File: src/rtl/sinus_period_meter_pkg.sv
// Shared definitions for the sine-period meter: measurement states and the
// default sample width / arming threshold used by the test-signal generators.
package sinus_period_meter_pkg;

  // Sample width of the test-signal stream.
  localparam int DATA_W_DEFAULT = 24;

  // Arming threshold (2^21, a quarter of full scale) as a 24-bit constant.
  localparam logic [23:0] HYST_DEFAULT = 24'd2097152;

  // Measurement state: waiting for the first crossing, or timing a period.
  typedef enum logic {
    IDLE    = 1'b0,
    MEASURE = 1'b1
  } state_e;

endpackage

File: src/rtl/sinus_period_meter_zero_cross_det.sv
// Rising zero-crossing detector with hysteresis. The detector arms only after
// a sample drops below -HYST, so small negative dips (harmonic contamination)
// followed by a return to >= 0 do not produce a crossing.
module zero_cross_det
  import sinus_period_meter_pkg::*;
#(
  parameter int DATA_W = DATA_W_DEFAULT,
  parameter int HYST   = int'(HYST_DEFAULT)
) (
  input  logic                     clk,
  input  logic                     reset,
  input  logic signed [DATA_W-1:0] data_in,
  input  logic                     data_valid,
  input  logic                     clear,
  output logic                     crossing
);

  localparam int                       NEG_HYST_I = -HYST;
  localparam logic signed [DATA_W-1:0] NEG_HYST   = NEG_HYST_I[DATA_W-1:0];

  logic armed_q;

  // A crossing is any non-negative valid sample seen while armed.
  assign crossing = armed_q && data_valid && !data_in[DATA_W-1];

  // Arm on a deep negative sample; disarm when the crossing fires or on clear.
  always_ff @(posedge clk) begin
    if (reset || clear) begin
      armed_q <= 1'b0;
    end else if (data_valid) begin
      if (data_in < NEG_HYST) begin
        armed_q <= 1'b1;
      end else if (crossing) begin
        armed_q <= 1'b0;
      end
    end
  end

endmodule

File: src/rtl/sinus_period_meter.sv
// Period meter for a signed sine test stream. Between consecutive accepted
// rising crossings it counts samples and clocks and tracks the signed peak
// values; results are published as a registered set with a one-cycle strobe.
module sinus_period_meter
  import sinus_period_meter_pkg::*;
#(
  parameter int DATA_W     = DATA_W_DEFAULT,
  parameter int HYST       = int'(HYST_DEFAULT),
  parameter int CNT_W      = 8,
  parameter int MAX_PERIOD = 255,
  parameter int CLK_W      = 24
) (
  input  logic                     clk,
  input  logic                     reset,
  input  logic signed [DATA_W-1:0] data_in,
  input  logic                     data_valid,
  output logic        [CNT_W-1:0]  period_samples,
  output logic        [CLK_W-1:0]  period_clocks,
  output logic signed [DATA_W-1:0] peak_max,
  output logic signed [DATA_W-1:0] peak_min,
  output logic                     result_valid,
  output logic                     locked,
  output logic                     timeout
);

  localparam logic [CNT_W:0] MAX_P = (CNT_W + 1)'(MAX_PERIOD);

  state_e                     state_q;
  logic        [CNT_W-1:0]    cnt_q;
  logic        [CLK_W-1:0]    clk_cnt_q;
  logic signed [DATA_W-1:0]   run_max_q;
  logic signed [DATA_W-1:0]   run_min_q;
  logic        [CNT_W-1:0]    period_samples_q;
  logic        [CLK_W-1:0]    period_clocks_q;
  logic signed [DATA_W-1:0]   peak_max_q;
  logic signed [DATA_W-1:0]   peak_min_q;
  logic                       result_valid_q;
  logic                       locked_q;
  logic                       timeout_q;

  logic                       crossing;
  logic                       timeout_hit;
  logic        [CNT_W:0]      cnt_inc;

  // Clock counts stick at all-ones rather than wrapping.
  function automatic logic [CLK_W-1:0] sat_inc(input logic [CLK_W-1:0] v);
    return (&v) ? v : v + 1'b1;
  endfunction

  zero_cross_det #(
    .DATA_W (DATA_W),
    .HYST   (HYST)
  ) u_det (
    .clk        (clk),
    .reset      (reset),
    .data_in    (data_in),
    .data_valid (data_valid),
    .clear      (timeout_hit),
    .crossing   (crossing)
  );

  // Timeout when this non-crossing sample would bring the count to MAX_PERIOD.
  assign cnt_inc     = {1'b0, cnt_q} + 1'b1;
  assign timeout_hit = (state_q == MEASURE) && data_valid && !crossing &&
                       (cnt_inc >= MAX_P);

  // Measurement FSM with all counters, running peaks and registered results.
  always_ff @(posedge clk) begin
    if (reset) begin
      state_q          <= IDLE;
      cnt_q            <= '0;
      clk_cnt_q        <= '0;
      run_max_q        <= '0;
      run_min_q        <= '0;
      period_samples_q <= '0;
      period_clocks_q  <= '0;
      peak_max_q       <= '0;
      peak_min_q       <= '0;
      result_valid_q   <= 1'b0;
      locked_q         <= 1'b0;
      timeout_q        <= 1'b0;
    end else begin
      result_valid_q <= 1'b0;
      timeout_q      <= 1'b0;
      case (state_q)
        IDLE: begin
          if (crossing) begin
            state_q   <= MEASURE;
            cnt_q     <= '0;
            clk_cnt_q <= '0;
            run_max_q <= data_in;
            run_min_q <= data_in;
          end
        end
        MEASURE: begin
          if (crossing) begin
            // The crossing sample closes this period and opens the next one.
            period_samples_q <= cnt_inc[CNT_W-1:0];
            period_clocks_q  <= sat_inc(clk_cnt_q);
            peak_max_q       <= run_max_q;
            peak_min_q       <= run_min_q;
            result_valid_q   <= 1'b1;
            locked_q         <= 1'b1;
            cnt_q            <= '0;
            clk_cnt_q        <= '0;
            run_max_q        <= data_in;
            run_min_q        <= data_in;
          end else begin
            clk_cnt_q <= sat_inc(clk_cnt_q);
            if (timeout_hit) begin
              timeout_q <= 1'b1;
              locked_q  <= 1'b0;
              cnt_q     <= '0;
              state_q   <= IDLE;
            end else if (data_valid) begin
              cnt_q <= cnt_inc[CNT_W-1:0];
              if (data_in > run_max_q) run_max_q <= data_in;
              if (data_in < run_min_q) run_min_q <= data_in;
            end
          end
        end
        default: state_q <= IDLE;
      endcase
    end
  end

  assign period_samples = period_samples_q;
  assign period_clocks  = period_clocks_q;
  assign peak_max       = peak_max_q;
  assign peak_min       = peak_min_q;
  assign result_valid   = result_valid_q;
  assign locked         = locked_q;
  assign timeout        = timeout_q;

endmodule

File: config.mk
export PLATFORM = sky130hd
export DESIGN_NAME = sinus_period_meter
export DESIGN_NICKNAME = d
export VERILOG_FILES = /design/src/rtl/sinus_period_meter_pkg.sv /design/src/rtl/sinus_period_meter_zero_cross_det.sv /design/src/rtl/sinus_period_meter.sv
export SDC_FILE = /design/constraint.sdc
export NUM_CORES = 1
export LEC_CHECK = 0
export ABC_AREA = 1
export CAP_MARGIN = 15
export CORE_ASPECT_RATIO = 1.75
export CORE_MARGIN = 2
export CORE_UTILIZATION = 38
export DETAILED_ROUTE_END_ITERATION = 10
export PLACE_DENSITY = 0.64
export SLEW_MARGIN = 20
export SYNTH_ARGS = -nofsm -noshare
export SYNTH_HDL_FRONTEND = slang
export SYNTH_HIERARCHICAL = 1
export SYNTH_SLANG_ARGS = --single-unit
File: constraint.sdc
create_clock -name clk -period 2.5 [get_ports clk]
set_input_delay 0.5 -clock clk [delete_from_list [all_inputs] [get_ports clk]]
set_output_delay 0.5 -clock clk [all_outputs]
set_load 0.03 [all_outputs]
==> impl_metrics.yaml <==
hold_path:
  min-delay-path-class: "register to register"
synth:
  synth.area.top_cells: "dfxtp_1, nand2_1, a21oi_1, ha_1, nor2_1"
  ys_seq_elements: 165
  yosysMostFrequentCell: "nand2_1"
  synth_area_leader_cell: "dfxtp_1"
  syn-instance-count: 1150
  yosys_warnings: 6
  synth_edf_count: 0
  syn_nets: 1227
  synth_flop_cell: "dfxtp_1"
  yosysTopAreaCellShare_pct: 40.7
  syn-cell-area_um2: 8120
  ys_types: 29
  ys_seq_area_share_pct: 40.7
  synth.avg_cell_area_um2: 7.06
  synthArstFlopShare_pct: 0
  synth_common_cells: "nand2_1, dfxtp_1, a21oi_1"
routing:
  via_per_inst: 4.94
  routed_wl_um: 21500
  dr.pass1.iters: 5
  drt_iter0_drc: 386
  wl_per_cell_um: 14.1
  wl_met3_um: 509
  met1Wirelength_um: 8620
  postRouteAntennaNets: 0
  vias: 7540
  route.met2.wl_um: 11700
  drc: 0
  top_layer: "met4"
setup_path:
  crit_path_end_kind: "register"
  cp_cell_sequence: "clkdlybuf4s50_1 -> ha_1 -> nand2_1 -> nor2_2 -> nand4_1 -> a21oi_1 -> nor2_1 -> nand3_1 -> nand3_2 -> clkbuf_16 -> a21oi_1 -> nor2_1"
  path_class: "primary input to register"
  crit_required_ps: 2820
  cp.arrival_ps: 2710
  cpPeakStageDelay_ps: 490
  worstSetupStartpointType: "primary input"
  cp_max_fo: 19
  cp_slowest_cell: "clkdlybuf4s50_1"
clocking:
  h-tree-depth: 4
  max-clock-path-buffers: 2
  clkLatencyLatePin_ps: 430
  cts_tree: "built"
  ctsHoldBuffers: 0
  cts-root-buf: "clkbuf_16"
  cts.sinks: 165
  cts.clk_slew.worst_paths_ps: 60
  cts_made_buffers: 17
power:
  total_leakage_power_nw: 4.46
  vdd_ir_drop_max_mv: 0.335
  power_density_nw_per_um2: 580
final_layout:
  synthToLayoutAreaGrowth_pct: 28.0
  layout.nets: 1337
  finish.utilization_pct: 49.6
  diodes: 0
  stdcell_count: 1525
  fillers: 2129
  drive_gt1_share_pct: 7.31
floorplanning:
  core_um2: 20900
  start_util_pct: 38.8
  io_pins: 110
  die_w_um: 114
  die_h_um: 197
  core.rowCount: 70
  die-area_um2: 22600
global_routing:
  grt_max_degree: 60
  antenna_found_initial: 0
  grt_first_pass_wirelength_um: 34000
  first_global_vias: 7117
  grt_overflow: 0
  grtUsageTotal_pct: 18.9
flow_run:
  cap_violations: 0
timing:
  finalCriticalPeriod_ps: 2380
  clock.fmax_mhz: 420
  hold_slack_ps: 471
  drv_slew: 0
  fin_worst_skew_ps: 9.36
  period_share_pct: 95.3
  setup_viol: 0
  hold_viol: 0
  slew_headroom_pct: 58.0
  worst_pin_slew_ps: 630
placed_design:
  place_hpwl_um: 15200
  port_buffers: 109
  placed_cells: 1490
  place_congestion: 0.889
status:
  status: "complete, no violations"
routing by layer:
| metal | vias to the layer above | GRT usage, % |
|---|---|---|
| met3 | 37 | 3.31 |
| li1 | 3934 | - |
| met4 | 0 | 8.49 |
| met2 | 122 | 35.4 |
| met1 | 3447 | 20.3 |
| met5 | - | 0 |
critical path: cells and delay by family:
family,cells,cell delay (ps)
AO/OA/AOI/OAI,2,310
adder cells (fa/ha/maj),1,350
buffers and inverters,2,730
AND/OR/NAND/NOR,7,820
stage by stage:
stage / total power [W] / setup slack (ps) / TNS, ps / instance area (um2)
final: 0.00602 / 116 / 0 / 10400
after global routing: 0.00627 / -44.5 / -333 / 10400
after CTS: 0.00609 / 116 / 0 / 10300
after detailed placement: 0.00333 / -348 / -14810 / 9670
after global placement: 0.00332 / -297 / -13000 / 9670
after floorplan: 0.00312 / 413 / 0 / 8120
path summary, 6_finish.rpt:
path           startpoint      endpoint  slack [ps]  cells after the start
min reg2reg  run_min_q[0]   peak_min[0]         470                      2
min          run_min_q[0]   peak_min[0]         470                      2
max           data_in[23]  run_min_q[0]         120                     12
max reg2reg      cnt_q[1]  run_max_q[3]         230                     16
final cells by class:
class	instances	area, um2	share of cell area [%]
clock buffer	20	467	4.49
clock inverter	12	151	1.46
inverter	141	531	5.11
multi-input combinational	784	4030	38.8
sequential	165	3300	31.8
tap	252	315	3.03
timing repair buffer	151	1590	15.3
state kept, by name, indices dropped and copies added (netlist names):
| signal | flops |
|---|---|
| result_valid | 1 |
| period_samples | 8 |
| u_det/armed_q | 1 |
| peak_max | 24 |
| clk_cnt_q | 24 |
| run_max_q | 24 |
| timeout | 1 |
| period_clocks | 24 |
| run_min_q | 24 |
| state_q | 1 |
| peak_min | 24 |
| cnt_q | 8 |
| locked | 1 |
placed cells by master (no fill, tap or decap), types with 3 or more instances in the layout:
cell	instances
a21o_1	3
a21oi_1	154
buf_12	12
buf_4	27
bufinv_16	3
clkbuf_16	19
clkbuf_8	3
clkdlybuf4s50_1	107
clkinv_2	5
dfxtp_1	164
ha_1	50
inv_1	137
nand2_1	211
nand3_1	69
nand4_1	18
nor2_1	139
nor2_2	5
nor3_1	9
o21a_1	3
o21ai_0	88
or2_2	3
xnor2_1	7
xor2_1	14
report_power, final:
| group | leakage (nW) | switching [W] | total [W] | internal [W] |
|---|---|---|---|---|
| Clock | 0.302 | 0.00109 | 0.00274 | 0.00165 |
| Sequential | 1.33 | 0.0000263 | 0.00270 | 0.00268 |
| Combinational | 2.82 | 0.000338 | 0.000585 | 0.000247 |
| Total | 4.46 | 0.00145 | 0.00602 | 0.00457 |
logic make-up after synthesis:
family                     Yosys count  synth area share (%)
AOI/OAI and AO/OA                  254                  16.2
adders and majority gates           50                  7.71
DFF                                165                  40.7
xor gates and xnor gates            21                  2.27
and+or+nand+nor                    459                  23.2
buffers and inverters              201                  9.93
repair_timing:
action / in CTS / in global routing
gates resized for setup: 0 / 10
hold endpoints to repair: 0 / 0
setup buffers: 0 / 1
endpoints found under the setup margin: 0 / 48
Power figures use the tool's default switching activity.
